File: src/rtl/uart_tx.sv
`default_nettype none
// ============================================================================
// Module   : uart_tx
// Purpose  : Double-buffered 8N1 UART transmitter, LSB first. Raises an
//            end-of-frame interrupt pulse after each stop bit.
// Revision : 1.0 - initial release
// ============================================================================
module uart_tx #(
    parameter int CLKS_PER_BIT = 5208
) (
    input  logic       clk,
    input  logic       rst,
    input  logic       tx_write,
    input  logic [7:0] tx_byte,
    output logic       tx_ready,
    output logic       tx_int,
    output logic       uart_out
);

    localparam int               c_CW   = $clog2(CLKS_PER_BIT);
    localparam logic [c_CW-1:0]  c_LAST = c_CW'(CLKS_PER_BIT - 1);
    localparam logic [c_CW-1:0]  c_ONE  = c_CW'(1);

    localparam logic [1:0] c_IDLE  = 2'd0;
    localparam logic [1:0] c_START = 2'd1;
    localparam logic [1:0] c_DATA  = 2'd2;
    localparam logic [1:0] c_STOP  = 2'd3;

    logic [1:0]      r_state;
    logic [7:0]      r_hold;
    logic            r_hold_full;
    logic [7:0]      r_shift;
    logic [2:0]      r_idx;
    logic [c_CW-1:0] r_baud;
    logic            r_ready;
    logic            r_int;
    logic            r_out;

    logic w_bit_end;
    logic w_load;
    logic w_write;

    assign w_bit_end = (r_baud == c_LAST);
    // Holding register empties either from idle or at the last stop-bit cycle.
    assign w_load    = r_hold_full &&
                       ((r_state == c_IDLE) || ((r_state == c_STOP) && w_bit_end));
    assign w_write   = tx_write && r_ready;

    always_ff @(posedge clk or negedge rst) begin
        if (!rst) begin
            r_state     <= c_IDLE;
            r_hold      <= 8'h00;
            r_hold_full <= 1'b0;
            r_shift     <= 8'h00;
            r_idx       <= 3'd0;
            r_baud      <= '0;
            r_ready     <= 1'b1;
            r_int       <= 1'b0;
            r_out       <= 1'b1;
        end else begin
            r_int <= (r_state == c_STOP) && w_bit_end;

            if (w_load) begin
                r_hold_full <= 1'b0;
                r_ready     <= 1'b1;
            end else if (w_write) begin
                r_hold      <= tx_byte;
                r_hold_full <= 1'b1;
                r_ready     <= 1'b0;
            end

            case (r_state)
                c_IDLE: begin
                    r_baud <= '0;
                    r_out  <= 1'b1;
                    if (r_hold_full) begin
                        r_shift <= r_hold;
                        r_state <= c_START;
                        r_out   <= 1'b0;
                    end
                end
                c_START: begin
                    if (w_bit_end) begin
                        r_baud  <= '0;
                        r_idx   <= 3'd0;
                        r_state <= c_DATA;
                        r_out   <= r_shift[0];
                    end else begin
                        r_baud <= r_baud + c_ONE;
                    end
                end
                c_DATA: begin
                    if (w_bit_end) begin
                        r_baud <= '0;
                        if (r_idx == 3'd7) begin
                            r_state <= c_STOP;
                            r_out   <= 1'b1;
                        end else begin
                            r_idx <= r_idx + 3'd1;
                            r_out <= r_shift[r_idx + 3'd1];
                        end
                    end else begin
                        r_baud <= r_baud + c_ONE;
                    end
                end
                c_STOP: begin
                    if (w_bit_end) begin
                        r_baud <= '0;
                        if (r_hold_full) begin
                            r_shift <= r_hold;
                            r_state <= c_START;
                            r_out   <= 1'b0;
                        end else begin
                            r_state <= c_IDLE;
                            r_out   <= 1'b1;
                        end
                    end else begin
                        r_baud <= r_baud + c_ONE;
                    end
                end
                default: begin
                    r_state <= c_IDLE;
                    r_out   <= 1'b1;
                end
            endcase
        end
    end

    assign tx_ready = r_ready;
    assign tx_int   = r_int;
    assign uart_out = r_out;

endmodule
`default_nettype wire

File: config.mk
export PLATFORM = sky130hd
export DESIGN_NAME = uart_tx
export DESIGN_NICKNAME = d
export VERILOG_FILES = /design/src/rtl/uart_tx.sv
export SDC_FILE = /design/constraint.sdc
export NUM_CORES = 1
export LEC_CHECK = 0
export BUFFER_PORTS_ARGS = -buffer_cell sky130_fd_sc_hd__buf_2
export CAP_MARGIN = 20
export CORE_UTILIZATION = 59
export DETAILED_ROUTE_END_ITERATION = 8
export PLACE_DENSITY = 0.78
export SLEW_MARGIN = 10
export SYNTH_ARGS = -nofsm -noshare
export SYNTH_HDL_FRONTEND = slang
export SYNTH_SLANG_ARGS = --single-unit
File: constraint.sdc
create_clock -name clk -period 2.3 [get_ports clk]
set_input_delay 0.345 -clock clk [delete_from_list [all_inputs] [get_ports clk]]
set_output_delay 0.345 -clock clk [all_outputs]
set_load 0.005 [all_outputs]
==> impl_metrics.env, run 1 <==
export IMPL_min_period_ns=1.97
export IMPL_rsz0062_at_grt="false"
export IMPL_cts_made_buffers=5
export IMPL_synth_seq_area_share=0.508
export IMPL_first_pass_iters=4
export IMPL_syn_area_um2=1880
export IMPL_grt_ovfl_total=0
export IMPL_drc=0
export IMPL_h_tree_depth=2
export IMPL_skew_ns=0.0192
export IMPL_rows=20
export IMPL_synth_warnings=0
export IMPL_crit_fanout=8
export IMPL_worstReg2RegEnd="r_hold[5]"
export IMPL_num_antenna_cells=0
export IMPL_nets=199
export IMPL_root_buffer="clkbuf_4"
export IMPL_die_x_um=58.4
export IMPL_cts_setup_buffers=0
export IMPL_cts_resized=0
export IMPL_hpwlAfterDp_mm=2.36
export IMPL_report_final_setup_viol=0
export IMPL_ir_drop_mv=0.719
export IMPL_nFillCells=211
export IMPL_antenna_found_initial=0
export IMPL_via_count=1257
export IMPL_holdBufCountCts=0
export IMPL_cp_required_ns=2.54
export IMPL_ys_ff_latch=38
export IMPL_grt_pass1_vias=1220
export IMPL_drive_above_1_share=0.232
export IMPL_place_congestion=0.845
export IMPL_worstSkewPairLatency_ns=0.36
export IMPL_final_hold_viol_count=0
export IMPL_ff2ff_path_depth=4
export IMPL_layout_common_cells="dfrtp_1, nor2_1, buf_2"
export IMPL_leakage_nw=0.912
export IMPL_syn_nets=180
export IMPL_io_pins=14
export IMPL_pre_cts_ws_ns=0.349
export IMPL_maxCapViolations=0
export IMPL_die_area_um2=3410
export IMPL_pwr_density_cell_nw_per_um2=1090
export IMPL_reg2reg_slack_ns=0.33
export IMPL_synthCells=161
export IMPL_final_setup_tns_ns=0
export IMPL_syn_avg_cell_area_um2=11.6
export IMPL_grt_max_degree=39
export IMPL_synth_cell_types=40
export IMPL_io_buffers=13
export IMPL_cts_sinks=38
export IMPL_cp_arrival_ns=2.21
export IMPL_start_kind="flop"
export IMPL_routed_wl_mm=3.24
export IMPL_timing_rr_start="r_baud[8]"
export IMPL_wire_per_inst_um=14.4
export IMPL_endpoint_kind="flop"
export IMPL_max_freq_ghz=0.507
export IMPL_clk_path_buf_depth=2
export IMPL_ant_nets=0
export IMPL_start_util=0.619
export IMPL_hold_class="primary input to async pin"
export IMPL_worst_pin_slew_ns=0.811
export IMPL_layout_commonest_cell="dfrtp_1"
export IMPL_drt_initial_drc_count=50
export IMPL_die_y_um=58.4
export IMPL_grtUsageTotal=0.220
export IMPL_grt_pass1_wl_mm=5.58
export IMPL_cts_reportedPaths_clkPinSlew_ns=0.13
export IMPL_status="finished, final reports clean"
export IMPL_vias_per_cell=5.59
export IMPL_maxSlewViolCount=0
export IMPL_dp_cells=217
export IMPL_setup_ws_ns=0.329
export IMPL_finalCritPeriodShare=0.857
export IMPL_cts_tree="built"
export IMPL_core_um2=3030
export IMPL_syn2layout_area_growth_pct=9.74
export IMPL_critical_path_class="flop to flop"
export IMPL_stdcell_count=225
export IMPL_slew_headroom=0.460
==> worst max-delay path by stage <==
stage	cells after the start	slack (ns)	from	to
floorplan	6	0.44	r_state[0]	r_shift[0]
global route	4	0.25	r_baud[8]	r_hold[5]
CTS	4	0.33	r_baud[8]	r_hold[5]
finish	4	0.33	r_baud[8]	r_hold[5]
detailed placement	4	0.35	r_baud[8]	r_hold[5]
global placement	5	0.38	r_idx[0]	uart_out
==> logic make-up after synthesis <==
kind of cell | after synthesis | share of synthesized area
mux | 20 | 0.132
flops | 38 | 0.508
xor+xnor | 7 | 0.0327
simple gates | 49 | 0.147
buf+inv | 11 | 0.0227
compound gates | 28 | 0.104
fa+ha+maj | 8 | 0.0534
==> layer usage <==
layer  wire, um  global-route usage
met3        116              0.0681
met5          0                   0
met1       1630               0.312
met4         32              0.0612
met2       1460               0.332
==> cell usage after synthesis (all sizes together) <==
cell	count	area, um^2
a2111oi	1	8.76
a21o	1	7.51
a21oi	6	30.0
a22o	3	26.3
a311oi	1	8.76
a31oi	2	18.8
and2	2	12.5
and3	1	6.26
and4b	1	10.0
and4bb	1	12.5
buf	1	5.00
clkbuf	1	3.75
dfrtp	36	901
dfstp	2	52.6
ha	8	100
inv	9	33.8
mux2	18	203
mux4	2	45.0
nand2	9	33.8
nand2b	1	6.26
nand3	5	30.0
nand4	3	18.8
nor2	14	52.6
nor2b	1	6.26
nor3	2	10.0
nor4	2	12.5
nor4b	1	23.8
o211ai	1	21.3
o21ai	9	45.0
o21bai	1	7.51
o221ai	1	8.76
o22ai	2	12.5
or2	1	6.26
or3	3	18.8
or4	2	15.0
xnor2	4	35.0
xor2	3	26.3
==> layout make-up <==
type	instances	area, um^2	area share
tap	44	55.1	0.0267
timing repair buffer	14	72.6	0.0353
clock buffer	6	51.3	0.0249
clock inverter	2	12.5	0.00608
sequential	38	953	0.463
multi-input combinational	112	880	0.427
inverter	9	33.8	0.0164
==> report_power, final <==
| part | internal (W) | leakage, nW | switching [W] |
|---|---|---|---|
| clock | 0.000147 | 0.0343 | 0.000222 |
| combinational | 0.000394 | 0.395 | 0.000409 |
| sequential | 0.000903 | 0.482 | 0.000160 |
==> stage by stage <==
stage | power (W) | utilization | hold slack, ns | instance area [um^2]
2_1_floorplan | 0.00166 | - | 0.0494 | 1880
3_3_place_gp | 0.00184 | 0.659 | 0.460 | 1990
3_5_place_dp | 0.00188 | 0.659 | 0.468 | 1990
4_1_cts | 0.00225 | 0.680 | 0.0960 | 2060
5_1_grt | 0.00240 | 0.680 | 0.138 | 2060
6_report | 0.00224 | 0.680 | 0.0712 | 2060
==> sequential cells by signal, summed over array words and instances, names as in the netlist <==
signal,flops
r_state,2
r_hold_full,1
r_baud,13
r_hold,8
uart_out,1
tx_int,1
r_idx,3
r_shift,8
tx_ready,1
==> critical path, cell delays in order (launching register included) <==
cell and delay (ns):
dfrtp_1 0.48, nor4b_4 0.43, a31oi_2 0.21, o211ai_4 0.36
mux2_2 0.38
No activity file was read; power rests on OpenSTA's default activity.
==> run 2: changes to the inputs <==
--- a/config.mk
+++ b/config.mk
@@ -7,9 +7,11 @@
 export LEC_CHECK = 0
 export BUFFER_PORTS_ARGS = -buffer_cell sky130_fd_sc_hd__buf_2
 export CAP_MARGIN = 20
-export CORE_UTILIZATION = 59
+export CELL_PAD_IN_SITES_DETAIL_PLACEMENT = 1
+export CELL_PAD_IN_SITES_GLOBAL_PLACEMENT = 1
+export CORE_UTILIZATION = 47
 export DETAILED_ROUTE_END_ITERATION = 8
-export PLACE_DENSITY = 0.78
+export PLACE_DENSITY_LB_ADDON = 0.1
 export SLEW_MARGIN = 10
 export SYNTH_ARGS = -nofsm -noshare
 export SYNTH_HDL_FRONTEND = slang
==> run 2 against run 1 <==
  * Final area up 2.4%
  * Utilization down 12 points
  * Non-clock buffer count unchanged
==> impl_metrics.env, run 2 (synthesis gave the netlist of run 1 again) <==
export IMPL_status="finished, final reports clean"
export IMPL_worst_pin_slew_ns=0.854
export IMPL_drt_initial_drc_count=78
export IMPL_critical_path_class="flop to flop"
export IMPL_postPlaceCellArea_um2=2000
export IMPL_place_congestion=0.825
export IMPL_cp_slowest_stage_delay_ns=0.48
export IMPL_maxCapViolations=0
export IMPL_slowest_stage="dfrtp_1"
export IMPL_die_x_um=65.2
export IMPL_hpwlAfterDp_mm=2.94
export IMPL_drive_above_1_share=0.232
export IMPL_max_freq_ghz=0.493
export IMPL_report_final_setup_viol=0
export IMPL_grt_ovfl_total=0
export IMPL_start_util=0.501
export IMPL_layout_commonest_cell="dfrtp_1"
export IMPL_grt_pass1_wl_mm=7.23
export IMPL_num_antenna_cells=0
export IMPL_maxSlewViolCount=0
export IMPL_layout_common_cells="dfrtp_1, nor2_1, buf_2"
export IMPL_nFillCells=429
export IMPL_final_setup_tns_ns=0
export IMPL_cp_arrival_ns=2.20
export IMPL_vias_per_cell=5.74
export IMPL_cts_resized=0
export IMPL_cp_required_ns=2.47
export IMPL_nets=199
export IMPL_wire_per_inst_um=18.0
export IMPL_cts_tree="built"
export IMPL_start_kind="flop"
export IMPL_pwr_density_cell_nw_per_um2=1170
export IMPL_ir_drop_mv=0.663
export IMPL_cts_setup_buffers=0
export IMPL_skew_ns=0.00328
export IMPL_io_buffers=13
export IMPL_min_period_ns=2.03
export IMPL_cts_reportedPaths_clkPinSlew_ns=0.07
export IMPL_finalCritPeriodShare=0.883
export IMPL_final_hold_viol_count=0
export IMPL_reg2reg_slack_ns=0.27
export IMPL_drc=0
export IMPL_rows=22
export IMPL_syn2layout_area_growth_pct=12.4
export IMPL_core_um2=3740
export IMPL_final_seq_area_um2=953
export IMPL_largest_register_ffs=13
export IMPL_clk_path_buf_depth=2
export IMPL_ant_nets=0
export IMPL_cts_made_buffers=5
export IMPL_multiInputGateArea_um2=880
export IMPL_die_area_um2=4250
export IMPL_crit_fanout=8
export IMPL_rsz0062_at_grt="false"
export IMPL_die_y_um=65.2
export IMPL_cts_sinks=38
export IMPL_first_pass_iters=4
export IMPL_stdcell_area_um2=2110
export IMPL_endpoint_kind="flop"
export IMPL_io_pins=14
export IMPL_leakage_nw=0.935
export IMPL_grt_max_degree=39
export IMPL_h_tree_depth=2
export IMPL_root_buffer="clkbuf_8"
export IMPL_top_register="r_baud"
export IMPL_grt_pass1_vias=1420
export IMPL_path_cells="nor4b_4 -> a31oi_2 -> o211ai_4 -> mux2_2"
export IMPL_slew_headroom=0.430
export IMPL_grtUsageTotal=0.231
export IMPL_antenna_found_initial=0
export IMPL_worstSkewPairLatency_ns=0.29
export IMPL_holdBufCountCts=0
export IMPL_via_count=1315
export IMPL_hold_class="primary input to async pin"
export IMPL_top_regs="r_baud x13, r_hold x8, r_shift x8"
export IMPL_routed_wl_mm=4.12
## run 2: critical path, delay by kind of cell, from the launching register on
family / cells / cell delay, ns
muxes: 1 / 0.39
and+or+nand+nor: 1 / 0.45
AOI/OAI and AO/OA: 2 / 0.60
DFF: 1 / 0.48
## run 2: through the flow
stage,power [W],std cells,utilization,setup slack [ns],hold slack (ns)
2_1_floorplan,0.00166,161,-,0.442,0.0494
3_3_place_gp,0.00185,221,0.534,0.357,0.461
3_5_place_dp,0.00192,221,0.534,0.311,0.485
4_1_cts,0.00250,229,0.563,0.283,0.184
5_1_grt,0.00266,229,0.563,0.144,0.215
6_report,0.00248,229,0.563,0.270,0.150
## run 2: per-layer routing
layer	vias up	routed length, um	track usage
met5	-	0	0
met4	0	63	0.0842
met3	7	112	0.0469
met2	19	2110	0.383
met1	673	1830	0.299
li1	616	-	-
## run 2: final cells by class
type,instances,area share
repair buffers,14,0.0344
clock buffers,5,0.0326
flip-flops and latches,38,0.452
inverters,9,0.0160
well taps,48,0.0285
clock inverters,3,0.0190
multi-input cells,112,0.417
## run 2: final timing paths
check                                from         end  cells after the start
max in group asynchronous             rst   r_baud[1]                      1
worst max-delay path            r_baud[8]   r_hold[0]                      4
worst min register to register  r_hold[7]  r_shift[7]                      1
worst min-delay path                  rst  r_baud[10]                      1
min in group clk                 tx_write    tx_ready                      2
worst max register to register  r_baud[8]   r_hold[0]                      4
## run 2: power by group
group / leakage (nW) / switching, W / internal (W)
Sequential: 0.482 / 0.000177 / 0.000905
Combinational: 0.395 / 0.000439 / 0.000397
Clock: 0.0579 / 0.000238 / 0.000319
Total: 0.935 / 0.000855 / 0.00162
